[src/rtl/rx_block_buffer_pkg.sv]
`default_nettype none
// ============================================================================
// Module      : rx_block_buffer_pkg
// Description : Shared block/byte geometry for the AES communication buffers.
// Revision    : 1.0 - initial release
// ============================================================================
package rx_block_buffer_pkg;

   localparam int c_BLOCK_W         = 128;
   localparam int c_BYTE_W          = 8;
   localparam int c_BYTES_PER_BLOCK = 16;

   // Bytes 1..15 are held here; byte 16 is concatenated directly on completion.
   localparam int c_SHIFT_W = c_BLOCK_W - c_BYTE_W;

   localparam int c_IDX_W = $clog2(c_BYTES_PER_BLOCK);
   localparam logic [c_IDX_W-1:0] c_IDX_LAST = c_IDX_W'(c_BYTES_PER_BLOCK - 1);

endpackage : rx_block_buffer_pkg
`default_nettype wire

[src/rtl/rx_block_buffer_fifo.sv]
`default_nettype none
// ============================================================================
// Module      : block_fifo
// Description : Show-ahead block FIFO with occupancy count. A push while full
//               is accepted only when a valid pop happens on the same edge.
// Revision    : 1.0 - initial release
// ============================================================================
module block_fifo #(
   parameter int WIDTH = 128,
   parameter int DEPTH = 4
) (
   input  logic                     clk,
   input  logic                     reset,
   input  logic                     i_push,
   input  logic [WIDTH-1:0]         i_data,
   input  logic                     i_pop,
   output logic                     o_accept,
   output logic [WIDTH-1:0]         o_head,
   output logic                     o_empty,
   output logic                     o_full,
   output logic [$clog2(DEPTH):0]   o_level
);

   localparam int c_AW = $clog2(DEPTH);
   localparam int c_LW = c_AW + 1;
   localparam logic [c_LW-1:0] c_FULL_LVL = c_LW'(DEPTH);

   logic [WIDTH-1:0] r_mem [DEPTH];
   logic [c_AW-1:0]  r_wr_ptr;
   logic [c_AW-1:0]  r_rd_ptr;
   logic [c_LW-1:0]  r_level;

   logic w_pop_ok;
   logic w_push_ok;

   // Flags come only from the registered level, so rx_read never reaches them combinationally.
   assign o_empty  = (r_level == '0);
   assign o_full   = (r_level == c_FULL_LVL);
   assign w_pop_ok = i_pop && !o_empty;
   // Space exists if not full, or if the head leaves on this same edge.
   assign o_accept  = !o_full || w_pop_ok;
   assign w_push_ok = i_push && o_accept;

   assign o_level = r_level;
   assign o_head  = o_empty ? '0 : r_mem[r_rd_ptr];

   // Storage write; writes land at wr_ptr so the head entry is never disturbed.
   always_ff @(posedge clk) begin
      if (w_push_ok) begin
         r_mem[r_wr_ptr] <= i_data;
      end
   end

   // Pointer and occupancy update; pointers wrap naturally at DEPTH.
   always_ff @(posedge clk) begin
      if (reset) begin
         r_wr_ptr <= '0;
         r_rd_ptr <= '0;
         r_level  <= '0;
      end else begin
         if (w_push_ok) r_wr_ptr <= r_wr_ptr + c_AW'(1);
         if (w_pop_ok)  r_rd_ptr <= r_rd_ptr + c_AW'(1);
         case ({w_push_ok, w_pop_ok})
            2'b10:   r_level <= r_level + c_LW'(1);
            2'b01:   r_level <= r_level - c_LW'(1);
            default: r_level <= r_level;
         endcase
      end
   end

endmodule : block_fifo
`default_nettype wire

[src/rtl/rx_block_buffer.sv]
`default_nettype none
// ============================================================================
// Module      : rx_block_buffer
// Description : Packs UART bytes into 128-bit blocks (first byte in the MSBs)
//               and queues them for the AES control block.
// Revision    : 1.0 - initial release
// ============================================================================
module rx_block_buffer
   import rx_block_buffer_pkg::*;
#(
   parameter int DEPTH = 4
) (
   input  logic                    clk,
   input  logic                    reset,
   input  logic [c_BYTE_W-1:0]     rx_data,
   input  logic                    rx_valid,
   input  logic                    byte_sync,
   output logic [c_BLOCK_W-1:0]    pt,
   output logic                    rx_empty,
   input  logic                    rx_read,
   output logic                    rx_full,
   output logic                    rx_overrun,
   output logic [$clog2(DEPTH):0]  level
);

   logic [c_SHIFT_W-1:0] r_shift;
   logic [c_IDX_W-1:0]   r_bidx;
   logic                 r_overrun;

   logic                 w_byte_ok;
   logic                 w_block_done;
   logic [c_BLOCK_W-1:0] w_block;
   logic                 w_accept;

   // byte_sync takes priority, so a coincident byte is discarded.
   assign w_byte_ok    = rx_valid && !byte_sync;
   assign w_block_done = w_byte_ok && (r_bidx == c_IDX_LAST);
   assign w_block      = {r_shift, rx_data};

   // Byte assembler: shift bytes 1..15 in at the LSB end, wrap the index on byte 16.
   always_ff @(posedge clk) begin
      if (reset || byte_sync) begin
         r_bidx <= '0;
      end else if (rx_valid) begin
         if (r_bidx == c_IDX_LAST) begin
            r_bidx <= '0;
         end else begin
            r_bidx  <= r_bidx + c_IDX_W'(1);
            r_shift <= {r_shift[c_SHIFT_W-c_BYTE_W-1:0], rx_data};
         end
      end
   end

   // Overrun pulse: a completed block found no room in the queue.
   always_ff @(posedge clk) begin
      if (reset) begin
         r_overrun <= 1'b0;
      end else begin
         r_overrun <= w_block_done && !w_accept;
      end
   end

   assign rx_overrun = r_overrun;

   block_fifo #(
      .WIDTH (c_BLOCK_W),
      .DEPTH (DEPTH)
   ) u_fifo (
      .clk      (clk),
      .reset    (reset),
      .i_push   (w_block_done),
      .i_data   (w_block),
      .i_pop    (rx_read),
      .o_accept (w_accept),
      .o_head   (pt),
      .o_empty  (rx_empty),
      .o_full   (rx_full),
      .o_level  (level)
   );

endmodule : rx_block_buffer
`default_nettype wire

[config.mk]
export PLATFORM = sky130hd
export DESIGN_NAME = rx_block_buffer
export DESIGN_NICKNAME = d
export VERILOG_FILES = /design/src/rtl/rx_block_buffer_pkg.sv /design/src/rtl/rx_block_buffer_fifo.sv /design/src/rtl/rx_block_buffer.sv
export SDC_FILE = /design/constraint.sdc
export NUM_CORES = 1
export LEC_CHECK = 0
export CORE_MARGIN = 2
export CORE_UTILIZATION = 63
export DETAILED_ROUTE_END_ITERATION = 7
export GPL_TIMING_DRIVEN = 0
export HOLD_SLACK_MARGIN = 0.03
export PLACE_DENSITY = 0.84
export SYNTH_ARGS = -nofsm -noshare
export SYNTH_HDL_FRONTEND = slang
export SYNTH_SLANG_ARGS = --single-unit
[constraint.sdc]
create_clock -name clk -period 8.6 [get_ports clk]
set_input_delay 0.86 -clock clk [delete_from_list [all_inputs] [get_ports clk]]
set_output_delay 0.86 -clock clk [all_outputs]
set_load 0.02 [all_outputs]
==> metrics.yaml, run 1 <==
setup_violations: 0
hp-class: "reg -> reg"
r2r_cells: 6
r2r-end: "u_fifo.r_mem[2][47]$_DFFE_PP_"
syn_avg_cell_area_um2: 23.39
vias_per_cell: 6.142
num_rows: 70
tritoncts: "done"
drtPass1Iterations: 5
portBuffers: 145
final_area_um2: 27840
start_util_pct: 64.25
synthCells: 1008
ctsResizeCount: 0
rsz0062_at_grt: "false"
worstSetupStartpointType: "flop"
skew_ns: 0.01774
critPathTopFamily: "buffers and inverters"
setup_ws_ns: 4.580
r2r_start: "r_bidx[0]$_SDFFE_PP0P_"
cts_hold_buffers: 0
root_buffer: "clkbuf_16"
via_count: 10699
grt_pass1_wl_um: 69320
cp.required_ns: 7.74
critPathLaunch: "u_fifo.o_level[2]$_SDFFE_PP0P_"
drc: 0
cts_max_level: 2
max_freq_mhz: 248.8
insertedDiodeCount: 0
synthFlopType: "edfxtp_1"
p_leak_nw: 8.508
slew_headroom_pct: 46.55
drt-initial-drc-count: 951
path_max_fanout: 10
grt_max_degree: 61
cp.depth: 5
p_per_area_nw_per_um2: 218.5
status: "finished, final reports clean"
yosysSeqAreaShare_pct: 81.68
synth_fp_nets: 1028
crit_arrival_ns: 3.16
fp.dieH_um: 197.5
cap_violations: 0
overflow: 0
clk_pin_slew_worst_paths_ns: 0.06
critPathMaxStageDelay_ns: 0.58
tightest_slew_ns: 0.8017
dp.cells: 1631
place_congestion: 0.7362
synth_edf_count: 632
cts_buffers: 59
io_pins: 147
async_reset_ff_share_pct: 0
final_nets: 1244
setup_tns_ns: 0
instances_no_fill: 1742
path_class: "reg -> out"
clkSinkCount: 646
r2r_slack_ns: 5.90
worstSetupEndpointType: "output port"
synth-seq-cells: 646
cp-endpoint: "pt[123]"
synth.distinct_cells: 34
yosys_warnings: 0
final_core_util_pct: 75.87
fp.dieW_um: 197.5
drt_wl_total_um: 46830
worst-path-buf-inv: 3
antenna_left: 0
preCtsSetupSlack_ns: 5.104
core_um2: 36700
p_total_mw: 6.083
grt_pass1_vias: 11057
post_drt_wl_per_cell_um: 26.88
hold_viol: 0
min_path_cells: 0
timing.hold.ws_ns: 0.5086
cts_setup_buffers: 0
antenna_found_initial: 0
area_growth_syn_to_layout_pct: 18.09
vdd_drop_max_uv: 201.0
cp_cell_sequence: "nor3_1 > buf_2 > clkbuf_1 > nor2b_1 > clkdlybuf4s50_1"
fillCellCount: 1883
cp_slowest_cell: "clkdlybuf4s50_1"
grt_usage_pct: 24.78
min_period_ns: 4.020
cts_buffer_depth: 3
drive_gt1_share_pct: 19.78
synth_area_um2: 23580
dpl.hpwl_um: 26170
dieArea_um2: 38990
worstSkewPairLatency_ns: 0.60
postPlaceCellArea_um2: 25900
post-route-period-util_pct: 46.74
slew_viol_final: 0
[how the worst min path moves through the flow]
stage	start	end
2_1_floorplan	r_shift[112]$_DFFE_PP_	u_fifo.r_mem[0][120]$_DFFE_PP_
3_3_place_gp	r_shift[113]$_DFFE_PP_	u_fifo.r_mem[1][121]$_DFFE_PP_
6_report	r_shift[119]$_DFFE_PP_	u_fifo.r_mem[3][127]$_DFFE_PP_
3_5_place_dp	r_shift[116]$_DFFE_PP_	u_fifo.r_mem[2][124]$_DFFE_PP_
5_1_grt	r_shift[112]$_DFFE_PP_	u_fifo.r_mem[1][120]$_DFFE_PP_
4_1_cts	r_shift[119]$_DFFE_PP_	u_fifo.r_mem[0][127]$_DFFE_PP_
[cells in the final DEF, fill, tap and decap left out, drive strengths merged, types with 2 or more instances in the layout]
master	count
ha	6
dfxtp	14
mux2i	2
bufinv	6
inv	7
and2	4
a21oi	3
and3	2
nor2	10
clkdlybuf4s50	145
nor3	4
nand2	2
clkinv	23
nand2b	3
mux4	128
and2b	4
nor2b	124
nand3	2
edfxtp	632
buf	38
clkinvlp	7
xor2	5
clkbuf	91
[power breakdown]
group	switching (mW)	internal, mW	total [mW]	leakage (nW)
clock network	1.10	1.49	2.60	0.931
logic	0.0155	0.00788	0.0234	1.76
registers	0.0180	3.44	3.46	5.81
[sequential cells by signal, indices dropped and copies added, names as in the netlist, named ones only]
register	cells
r_bidx	4
r_shift	120
rx_overrun	1
u_fifo.o_level	3
u_fifo.r_mem	512
u_fifo.r_rd_ptr	2
u_fifo.r_wr_ptr	2
[kinds of logic (layout without fill, tap and decap cells)]
logic type,Yosys count,count (layout),synth area share [%]
DFF,646,646,81.68
adders and majority gates,7,7,0.4033
AOI/OAI and AO/OA,8,8,0.2229
buffers and inverters,51,317,0.9393
muxes,131,131,12.37
xor gates and xnor gates,5,5,0.1857
and+or+nand+nor,160,160,4.197
[synthesized netlist by cell type, types with 3 or more instances]
cell type / number / area share, %
a21oi_1: 3 / 0.064
and2b_1: 4 / 0.13
buf_1: 10 / 0.16
buf_2: 15 / 0.32
buf_4: 3 / 0.096
clkbuf_1: 16 / 0.25
dfxtp_1: 14 / 1.2
edfxtp_1: 632 / 80
ha_1: 6 / 0.32
inv_1: 7 / 0.11
mux4_2: 128 / 12
nand2b_1: 3 / 0.080
nor2_1: 10 / 0.16
nor2b_1: 124 / 3.3
nor3_1: 4 / 0.085
xor2_1: 5 / 0.19
[final cells by class]
cell class | instances | area, um^2 | share of cell area, %
Sequential cell | 646 | 19260 | 69.17
Tap cell | 468 | 585.6 | 2.103
Inverter | 7 | 26.28 | 0.09437
Buffer | 44 | 195.2 | 0.7010
Clock buffer | 75 | 1599 | 5.743
Multi-Input combinational cell | 311 | 4111 | 14.77
Clock inverter | 36 | 341.6 | 1.227
Timing Repair Buffer | 155 | 1727 | 6.201
[worst reg2reg max path, delay by kind of cell (launching register included)]
family                     cells  cell delay, ns
and+or+nand+nor                3            0.97
buffers and inverters          2            0.69
DFF                            1            0.41
adders and majority gates      1            0.22
[routing by layer]
metal,GRT usage [%],wire length [um]
met1,33.61,18200
met2,42.44,24690
met3,3.688,2672
met4,7.742,1266
met5,0,0
Power figures use the tool's default switching activity.
==> run 2: changes to the inputs <==
--- a/config.mk
+++ b/config.mk
@@ -6,11 +6,11 @@
 export NUM_CORES = 1
 export LEC_CHECK = 0
 export CORE_MARGIN = 2
-export CORE_UTILIZATION = 63
+export CORE_UTILIZATION = 53
 export DETAILED_ROUTE_END_ITERATION = 7
 export GPL_TIMING_DRIVEN = 0
 export HOLD_SLACK_MARGIN = 0.03
-export PLACE_DENSITY = 0.84
+export PLACE_DENSITY = 0.75
 export SYNTH_ARGS = -nofsm -noshare
 export SYNTH_HDL_FRONTEND = slang
 export SYNTH_SLANG_ARGS = --single-unit
==> constraint.sdc (replaced) <==
create_clock -name clk -period 3.3 [get_ports clk]
set_input_delay 0.33 -clock clk [delete_from_list [all_inputs] [get_ports clk]]
set_output_delay 0.33 -clock clk [all_outputs]
set_load 0.02 [all_outputs]
==> run 2 against run 1 <==
Clock skew down 0.0015 ns. Largest cell class unchanged. Register-to-register slack worse by 5.2 ns. Sequential power rose to 2.6 times the previous value. Design area up 0.34%.
==> metrics.yaml, run 2 (synthesis gave the netlist of run 1 again) <==
status: "finished, final reports clean"
dieArea_um2: 46190  # +18%
worstSkewPairLatency_ns: 0.60  # about the same
dp.cells: 1755  # +7.6%
path_max_fanout: 10  # unchanged
min_period_ns: 3.196
hp-class: "in -> reg"
final_nets: 1245  # +0.080%
final_cell_mix: "edfxtp_1 (632), clkdlybuf4s50_1 (145), mux4_2 (128), nor2b_1 (124), clkbuf_16 (63)"
drtPass1Iterations: 7  # +2
place_congestion: 0.6989  # -5.1%
cp.required_ns: 2.97  # -4.77 ns
slew_headroom_pct: 59.85  # +13 points
clkSinkCount: 646  # unchanged
via_count: 10276  # -4.0%
largest_register_ff_count: 512  # unchanged
start_util_pct: 53.55  # -11 points
combPwrFrac_pct: 0.4  # about the same
num_rows: 77  # +10%
slew_viol_final: 0  # unchanged
root_buffer: "clkbuf_16"
grt_pass1_wl_um: 64750  # -6.6%
net-switching-power_mw: 2.918  # +160%
power.internal_mw: 12.55  # +150%
hold_viol: 0  # unchanged
setup_tns_ns: 0  # unchanged
vdd_drop_max_uv: 434.9  # +120%
worstSetupEndpointType: "output port"
cts_max_level: 2  # unchanged
post_drt_wl_per_cell_um: 22.98  # -15%
instances_no_fill: 1865  # +7.1%
tritoncts: "done"
clk_pin_slew_worst_paths_ns: 0.06  # about the same
drive_gt1_share_pct: 20.97  # +1.2 points
vias_per_cell: 5.510  # -10%
rsz0062_at_grt: "false"
path_class: "reg -> out"
r2r_slack_ns: 0.71  # -5.19 ns
post-route-period-util_pct: 96.83
drt-initial-drc-count: 831  # -13%
top_regs: "u_fifo.r_mem (512), r_shift (120), r_bidx (4)"
layout_commonest_cell: "edfxtp_1"
crit_arrival_ns: 2.87  # -0.29 ns
grt_pass1_vias: 10646  # -3.7%
fp.dieW_um: 214.9  # +8.8%
top_register: "u_fifo.r_mem"
drt_wl_total_um: 42850  # -8.5%
skew_ns: 0.01623  # -0.001508 ns
switching_share_pct: 18.86  # +0.17 points
p_leak_nw: 8.534  # +0.30%
antenna_left: 0  # unchanged
drc: 0  # unchanged
fillCellCount: 2977  # +58%
portBuffers: 145  # unchanged
cap_violations: 0  # unchanged
antenna_found_initial: 0  # unchanged
pwr-share-seq_pct: 58.3  # +1.4 points
clkPwrFrac_pct: 41.3  # -1.4 points
grt_usage_pct: 18.72  # -6.1 points
io_pins: 147  # unchanged
setup_ws_ns: 0.1045  # -4.476 ns
dpl.hpwl_um: 24770  # -5.4%
worstSetupStartpointType: "flop"
grt_max_degree: 61  # unchanged
fp.dieH_um: 214.9  # +8.8%
cts_buffer_depth: 3  # unchanged
setup_violations: 0  # unchanged
overflow: 0  # unchanged
tightest_slew_ns: 0.6022  # -0.1995 ns
max_freq_mhz: 312.9
p_per_area_nw_per_um2: 553.8  # +150%
final_core_util_pct: 63.45  # -12 points
preCtsSetupSlack_ns: 0.2761  # -4.828 ns
core_um2: 44030  # +20%
insertedDiodeCount: 0  # unchanged
area_growth_syn_to_layout_pct: 18.49
p_total_mw: 15.47  # +150%
cts_buffers: 61  # +3.4%
==> run 2: layout make-up <==
| type | count | area [um^2] | area share [%] |
|---|---|---|---|
| tap | 592 | 740.7 | 2.651 |
| clock inverter | 32 | 186.4 | 0.6673 |
| multi-input combinational | 311 | 4116 | 14.73 |
| timing repair buffer | 155 | 1727 | 6.180 |
| sequential | 646 | 19260 | 68.93 |
| clock buffer | 79 | 1637 | 5.858 |
| buffer | 43 | 246.5 | 0.8823 |
| inverter | 7 | 26.28 | 0.09405 |
==> run 2: routing by layer <==
layer  vias up  global-route usage [%]  part of all wire, %
met5         -                       0                    0
met4         0                   4.815                  1.9
met3        59                   3.850                  6.0
met2       322                   30.73                   50
met1      5354                   26.08                   42
li1       4541                       -                    -
==> run 2: final timing paths <==
| check | from | to | depth (start not counted) |
|---|---|---|---|
| min | rx_valid | rx_overrun$_SDFF_PP0_ | 3 |
| max | flop | pt[40] | 5 |
| max reg2reg | u_fifo.o_level[0]$_SDFFE_PP0P_ | u_fifo.o_level[2]$_SDFFE_PP0P_ | 9 |
| min reg2reg | r_shift[115]$_DFFE_PP_ | u_fifo.r_mem[0][123]$_DFFE_PP_ | 0 |
==> run 2: worst max-delay path, cell delays in order (launching register included) <==
cell	delay, ns
dfxtp_1	0.36
buf_2	0.33
buf_2	0.37
mux4_2	0.25
nor2b_1	0.28
clkdlybuf4s50_1	0.66
==> run 2: power by group through the flow <==
stage | combinational, mW | sequential [mW] | clock (mW)
final | 0.0613 | 9.02 | 6.39
after global routing | 0.0666 | 9.02 | 6.85
after CTS | 0.0622 | 9.02 | 6.52
after detailed placement | 0.0618 | 9.20 | 0
after global placement | 0.0533 | 9.20 | 0
after floorplan | 0.0219 | 9.18 | 0
==> run 2: per-stage QoR <==
step	hold slack (ns)	instance area, um^2
3_5_place_dp	0.4808	26060
2_1_floorplan	0.4082	23580
6_report	0.1024	27940
3_3_place_gp	0.4647	25770
5_1_grt	0.07712	27940
4_1_cts	0.03977	27920
==> run 2: what timing repair did <==
action                                  4_1_cts  5_1_grt
endpoints found under the hold margin         0        0
endpoints found under the setup margin      111       92
setup buffers                                 0        0
resized for setup                            26        8
hold buffers                                  0        0
